[src/rtl/memory_rack_pkg.sv]
// Shared types and width helpers for the EDSAC store rack: op codes,
// sequencer states and address widths derived from the rack geometry.
package memory_rack_pkg;

    typedef enum logic [1:0] {
        OP_READ  = 2'b00,
        OP_WRITE = 2'b01,
        OP_CLEAR = 2'b10,
        OP_RSVD  = 2'b11
    } op_code_e;

    typedef enum logic [1:0] {
        ST_IDLE,
        ST_WAIT,
        ST_XFER,
        ST_DONE
    } rack_state_e;

    // Index width for a counter or selector over n items, never narrower than 1.
    function automatic int addr_width(input int n);
        return (n > 1) ? $clog2(n) : 1;
    endfunction

    localparam int DEF_NUM_TANKS  = 8;
    localparam int DEF_STORE_LEN  = 16;
    localparam int DEF_WORD_WIDTH = 36;

    localparam int TANK_AW  = addr_width(DEF_NUM_TANKS);
    localparam int WORD_AW  = addr_width(DEF_STORE_LEN);
    localparam int DIGIT_AW = addr_width(DEF_WORD_WIDTH);

endpackage

[src/rtl/memory_rack_delay_tank.sv]
// One circulating delay-line tank: the bit leaving bit[0] re-enters at the top
// every cycle unless the sequencer replaces it with new data.
module delay_tank #(
    parameter int LEN = 576
) (
    input  logic           clk,
    input  logic           rst_n,
    input  logic           replace,
    input  logic           repl_bit,
    output logic           out_bit,
    output logic [LEN-1:0] contents
);

    logic [LEN-1:0] bits;
    logic           in_bit;

    assign out_bit  = bits[0];
    assign contents = bits;
    assign in_bit   = replace ? repl_bit : bits[0];

    // NOTE: the store is built from flops rather than a RAM macro, so it clears
    // on reset like any other state; a real RAM could not be reset this way.
    // NOTE: sequential state always uses <= so every tank sees pre-edge values.
    always_ff @(posedge clk or negedge rst_n) begin
        if (!rst_n) begin
            bits <= '0;
        end else begin
            bits <= {in_bit, bits[LEN-1:1]};
        end
    end

endmodule

[src/rtl/memory_rack.sv]
// EDSAC store rack: NUM_TANKS lockstep circulating tanks, a shared digit/word
// timing chain, and a req/ack/done sequencer that gates one window transfer.
module memory_rack
    import memory_rack_pkg::*;
#(
    parameter int NUM_TANKS  = DEF_NUM_TANKS,
    parameter int STORE_LEN  = DEF_STORE_LEN,
    parameter int WORD_WIDTH = DEF_WORD_WIDTH
) (
    input  logic                                 rack_clk,
    input  logic                                 rack_rst_n,
    input  logic                                 op_req,
    input  logic [1:0]                           op_code,
    input  logic [addr_width(NUM_TANKS)-1:0]     op_tank,
    input  logic [addr_width(STORE_LEN)-1:0]     op_word,
    input  logic                                 op_whole,
    input  logic                                 mib,
    output logic                                 op_ack,
    output logic                                 op_done,
    output logic                                 busy,
    output logic                                 mob,
    output logic                                 mob_valid,
    output logic [addr_width(WORD_WIDTH)-1:0]    digit_pos,
    output logic [addr_width(STORE_LEN)-1:0]     word_pos,
    input  logic [addr_width(NUM_TANKS)-1:0]     mon_sel,
    output logic [STORE_LEN*WORD_WIDTH-1:0]      monitor
);

    localparam int T_AW     = addr_width(NUM_TANKS);
    localparam int W_AW     = addr_width(STORE_LEN);
    localparam int D_AW     = addr_width(WORD_WIDTH);
    localparam int TANK_LEN = STORE_LEN * WORD_WIDTH;

    // ------------------------------------------------------------------
    // Timing chain
    // ------------------------------------------------------------------
    logic            digit_last;
    logic            word_last;
    logic [D_AW-1:0] digit_nxt;
    logic [W_AW-1:0] word_nxt;

    // NOTE: every always_comb output gets a default first so no latch is inferred.
    always_comb begin
        digit_last = (digit_pos == D_AW'(WORD_WIDTH - 1));
        word_last  = (word_pos == W_AW'(STORE_LEN - 1));
        digit_nxt  = digit_last ? '0 : digit_pos + 1'b1;
        word_nxt   = word_pos;
        if (digit_last) begin
            word_nxt = word_last ? '0 : word_pos + 1'b1;
        end
    end

    always_ff @(posedge rack_clk or negedge rack_rst_n) begin
        if (!rack_rst_n) begin
            digit_pos <= '0;
            word_pos  <= '0;
        end else begin
            digit_pos <= digit_nxt;
            word_pos  <= word_nxt;
        end
    end

    // ------------------------------------------------------------------
    // Transfer sequencer
    // ------------------------------------------------------------------
    rack_state_e     state;
    op_code_e        cur_code;
    logic [T_AW-1:0] cur_tank;
    logic [W_AW-1:0] cur_word;
    logic            cur_whole;

    logic            req_valid;
    logic [W_AW-1:0] start_word;
    logic            at_start;
    logic            xfer_last;

    always_comb begin
        req_valid  = op_req && (op_code_e'(op_code) != OP_RSVD)
                     && (32'(op_tank) < NUM_TANKS);
        start_word = cur_whole ? '0 : cur_word;
        // The edge that moves the chain onto digit 0 of the start word opens the window.
        at_start   = digit_last && (word_nxt == start_word);
        xfer_last  = digit_last && (!cur_whole || word_last);
    end

    always_ff @(posedge rack_clk or negedge rack_rst_n) begin
        if (!rack_rst_n) begin
            state     <= ST_IDLE;
            cur_code  <= OP_READ;
            cur_tank  <= '0;
            cur_word  <= '0;
            cur_whole <= 1'b0;
            op_ack    <= 1'b0;
            op_done   <= 1'b0;
        end else begin
            op_ack  <= 1'b0;
            op_done <= 1'b0;
            case (state)
                ST_IDLE: begin
                    if (req_valid) begin
                        cur_code  <= op_code_e'(op_code);
                        cur_tank  <= op_tank;
                        cur_word  <= op_word;
                        cur_whole <= op_whole;
                        op_ack    <= 1'b1;
                        state     <= ST_WAIT;
                    end
                end
                ST_WAIT: begin
                    if (at_start) begin
                        state <= ST_XFER;
                    end
                end
                ST_XFER: begin
                    if (xfer_last) begin
                        op_done <= 1'b1;
                        state   <= ST_DONE;
                    end
                end
                ST_DONE: begin
                    state <= ST_IDLE;
                end
                default: begin
                    state <= ST_IDLE;
                end
            endcase
        end
    end

    assign busy      = (state == ST_WAIT) || (state == ST_XFER);
    assign mob_valid = (state == ST_XFER) && (cur_code == OP_READ);

    // ------------------------------------------------------------------
    // Tanks
    // ------------------------------------------------------------------
    logic [NUM_TANKS-1:0] tank_out;
    logic [NUM_TANKS-1:0] tank_replace;
    logic [TANK_LEN-1:0]  tank_contents [NUM_TANKS];
    logic                 repl_bit;

    // Clear shares the replace path, feeding zeros instead of mib.
    assign repl_bit = (cur_code == OP_WRITE) ? mib : 1'b0;

    for (genvar g = 0; g < NUM_TANKS; g++) begin : g_tank
        assign tank_replace[g] = (state == ST_XFER) && (cur_code != OP_READ)
                                 && (cur_tank == T_AW'(g));

        delay_tank #(
            .LEN(TANK_LEN)
        ) u_tank (
            .clk      (rack_clk),
            .rst_n    (rack_rst_n),
            .replace  (tank_replace[g]),
            .repl_bit (repl_bit),
            .out_bit  (tank_out[g]),
            .contents (tank_contents[g])
        );
    end

    assign mob = mob_valid & tank_out[cur_tank];

    always_comb begin
        monitor = '0;
        for (int i = 0; i < NUM_TANKS; i++) begin
            if (mon_sel == T_AW'(i)) begin
                monitor = tank_contents[i];
            end
        end
    end

endmodule

[config.mk]
export PLATFORM = sky130hd
export DESIGN_NAME = memory_rack
export DESIGN_NICKNAME = d
export VERILOG_FILES = /design/src/rtl/memory_rack_pkg.sv /design/src/rtl/memory_rack_delay_tank.sv /design/src/rtl/memory_rack.sv
export SDC_FILE = /design/constraint.sdc
export NUM_CORES = 2
export LEC_CHECK = 0
export BUFFER_PORTS_ARGS = -buffer_cell sky130_fd_sc_hd__buf_2
export CELL_PAD_IN_SITES_DETAIL_PLACEMENT = 1
export CELL_PAD_IN_SITES_GLOBAL_PLACEMENT = 1
export CORE_ASPECT_RATIO = 1.5
export CORE_MARGIN = 2
export CORE_UTILIZATION = 25
export DETAILED_ROUTE_END_ITERATION = 12
export GPL_ROUTABILITY_DRIVEN = 0
export PLACE_DENSITY_LB_ADDON = 0.1
export SLEW_MARGIN = 20
export SYNTH_ARGS = -nofsm -noshare
export SYNTH_HDL_FRONTEND = slang
export SYNTH_SLANG_ARGS = --single-unit
[constraint.sdc]
create_clock -name rack_clk -period 2.2 [get_ports rack_clk]
set_clock_uncertainty 0.1 [all_clocks]
set_input_delay 0.11 -clock rack_clk [delete_from_list [all_inputs] [get_ports rack_clk]]
set_output_delay 0.11 -clock rack_clk [all_outputs]
set_load 0.02 [all_outputs]
==> results.tsv <==
stage	metric	value	unit
outcome	status	finished with violations	
outcome	failed_checks	negative setup slack	
timing	tns	-202.62	ns
clocking	cts.clk_slew.worst_paths	0.07	ns
synthesis	synthesis.area	0.153	mm2
timing	timing.fmax	354	MHz
final_layout	area_growth	33.0	%
floorplan	ioPinCount	608	
worst_setup_path	arrival	2.62	ns
placed_design	place_inst	19500	
timing	finalCriticalPeriod	2.83	ns
drt	dr_total_vias	91900	
drt	drt_first_pass_iters	4	
drt	drc_errors	0	
worst_setup_path	worstPathCellList	inv_2 -> ha_4 -> buf_6 -> nor3b_4 -> buf_6 -> nor2b_4 -> buf_6	
clocking	clock-root-buffer	clkbuf_16	
worst_setup_path	path_buf_inv	4	
power_and_ir_drop	combPwrFrac	0.057	
synthesis	ys_warn_count	0	
run	drv_cap	0	
final_layout	fin_util	0.334	
synthesis	seq_area_frac_synth	0.758	
clocking	cts_buffers	468	
timing	relSlewSlack	0.411	
global_routing	antenna_found_initial	15	
worst_setup_path	path_common_cell	buf_6	
floorplan	start_util	0.251	
final_layout	stdcell_count	21000	
drt	wl	505000	um
worst_setup_path	cp_data_required_time	1.99	ns
placed_design	port_buffers	607	
synthesis	ys_ff_latch	4632	
synthesis	ys.flop_type	dfrtp_1	
worst_setup_path	start_kind	flip-flop	
clocking	cts_tree	built	
final_layout	fill_cells	63400	
synthesis	synth_edf_count	0	
drt	ant_nets	0	
timing	rsz0062_at_grt	yes	
synthesis	avgSynthCellArea	14.7	um2
power_and_ir_drop	total_power	180	mW
power_and_ir_drop	p_clk_frac	0.471	
power_and_ir_drop	p_per_area	886	mW/mm2
global_routing	grt_pass1_vias	108000	
power_and_ir_drop	leakagePower	101	nW
clocking	cts.sinks	4632	
worst_setup_path	r2r-end	state[1]	
worst_setup_path	critPathSlowestCell	dfrtp_1	
timing	setup_slack	-0.626	ns
floorplan	chipHeight	962	um
timing	timing.hold.ws	0.0424	ns
drt	wl_per_cell	24.1	um
worst_setup_path	critPathLaunch	state[0]	
power_and_ir_drop	power.switching	42.1	mW
drt	drtIter0Drc	4454	
worst_setup_path	reg2reg_slack	0.06	ns
timing	hold_viol	0	
timing	drv_slew	0	
worst_setup_path	reg2reg_depth	7	
final_layout	layout-drive-gt1-share	0.310	
power_and_ir_drop	pwr-share-seq	0.472	
final_layout	final_cell_mix	dfrtp_1 (4621), buf_4 (1299), nor2_1 (933), mux2i_1 (856), nand2_1 (729)	
clocking	clk_latency	1.06	ns
floorplan	die-area	0.618	mm2
clocking	cts_max_level	5	
global_routing	track_usage	0.162	
global_routing	grt_pass1_wl	756000	um
floorplan	row_count	351	
global_routing	grt.overflow.total	0	
final_layout	multi_input_area	0.0380	mm2
timing	setup_violations	579	
synthesis	synth_fp_nets	10400	
placed_design	hpwlAfterDp	343000	um
floorplan	coreArea	0.609	mm2
floorplan	chipWidth	643	um
synthesis	synthCells	10400	
final_layout	final_common_cell	dfrtp_1	
drt	routed_via_density	4.38	
synthesis	ys_async_sr_fraction	1.00	
worst_setup_path	r2r_start	digit_pos[1]	
worst_setup_path	endpoint_kind	primary output	
timing	period_share	1.28	
final_layout	seq_area	0.116	mm2
worst_hold_path	hp-class	in2async	
worst_setup_path	crit_family	buffers and inverters	
final_layout	num-nets-final	12500	
synthesis	synthDistinctLibCells	45	
timing	worstMarginPinSlew	0.884	ns
power_and_ir_drop	swShare	0.234	
worst_setup_path	critical_path_class	reg2out	
worst_setup_path	max_stage_delay	0.40	ns
worst_setup_path	cp_max_fo	2	
power_and_ir_drop	p_int	138	mW
global_routing	grt_max_degree	125	
power_and_ir_drop	ir_drop	0.000675	V
clocking	cts_buffer_depth	4	
-- how the worst max path moves through the flow --
stage                         to  slack, ns  cells past startpoint
floorplan               state[1]       0.03                      7
global route                 mob      -0.80                      7
CTS                  monitor[57]      -0.79                      7
global placement    monitor[309]       -1.0                     10
finish                       mob      -0.63                      7
detailed placement    monitor[2]      -0.68                     11
-- flip-flops by register name (all words and copies together) (netlist names), 2 cells and up --
name and cells:
cur_word 4, cur_code 2, word_pos 4, cur_tank 3, g_tank.u_tank.contents 4608, state 2
digit_pos 6
-- synthesized netlist by cell type, types with 2 or more instances --
cell / instances / share of area
dfrtp_1: 4632 / 0.76
nor2_1: 936 / 0.023
nand2_1: 883 / 0.022
mux2i_1: 869 / 0.057
a21oi_1: 722 / 0.024
o211ai_1: 408 / 0.020
a31oi_1: 375 / 0.015
clkbuf_1: 355 / 0.0087
o21ai_0: 258 / 0.0084
buf_2: 222 / 0.0073
mux4_2: 200 / 0.029
mux2_2: 179 / 0.013
o21ai_1: 150 / 0.0049
a221oi_1: 87 / 0.0050
buf_1: 60 / 0.0015
xnor2_1: 8 / 0.00046
buf_4: 6 / 0.00029
ha_1: 6 / 0.00049
nand3_1: 6 / 0.00020
and3_1: 4 / 0.00016
inv_1: 3 / 0.000074
nand2b_1: 3 / 0.00012
nor2b_1: 3 / 0.00012
nor3_1: 2 / 0.000065
-- worst reg2reg max path: stages, from the launching register on --
cell,delay [ns]
dfrtp_2,0.40
ha_4,0.16
nand4bb_4,0.15
or2_4,0.32
o31ai_4,0.24
xnor2_2,0.10
a31oi_2,0.25
mux2_4,0.32
-- timing repair --
item,in CTS,in global routing
hold buffers,23,0
pin swaps,441,466
endpoints found under the hold margin,4653,0
setup endpoints to repair,579,582
resized for setup,1636,460
buffers inserted,450,232
-- logic make-up after synthesis --
group / after synthesis / synth area share
flops: 4632 / 0.758
fa+ha+maj: 6 / 0.000491
compound gates: 2006 / 0.0778
buf+inv: 648 / 0.0179
simple gates: 1848 / 0.0460
xor+xnor: 9 / 0.000515
mux: 1249 / 0.0996
-- metal layers --
layer,wire length (um),track usage,share of wire
met1,219000,0.210,0.43
met2,254000,0.282,0.50
met3,19200,0.0276,0.038
met4,12500,0.0410,0.025
met5,16,0,0.000032
-- layout make-up --
| cell class | instances | area share |
|---|---|---|
| well taps | 8119 | 0.0499 |
| inverters | 5 | 0.000141 |
| clock buffers | 680 | 0.0672 |
| diodes | 3 | 0.0000369 |
| clock inverters | 184 | 0.0131 |
| flip-flops and latches | 4632 | 0.570 |
| multi-input cells | 5118 | 0.187 |
| repair buffers | 2246 | 0.113 |
-- power groups by stage --
stage	Combinational, mW	Sequential [mW]	Clock, mW
final	10.2	85.2	84.9
after global routing	11.1	85.1	91.5
after CTS	10.4	85.2	88.3
after detailed placement	9.69	86.8	0
after global placement	9.61	86.8	0
after floorplan	3.16	86.8	0
-- through the flow --
step / setup slack (ns) / instance area [um2]
after floorplan: 0.0329 / 153000
after global placement: -0.997 / 175000
after detailed placement: -0.675 / 175000
after CTS: -0.789 / 200000
after global routing: -0.797 / 203000
final: -0.626 / 203000
Note: power is estimated with default switching activity, not from simulation.
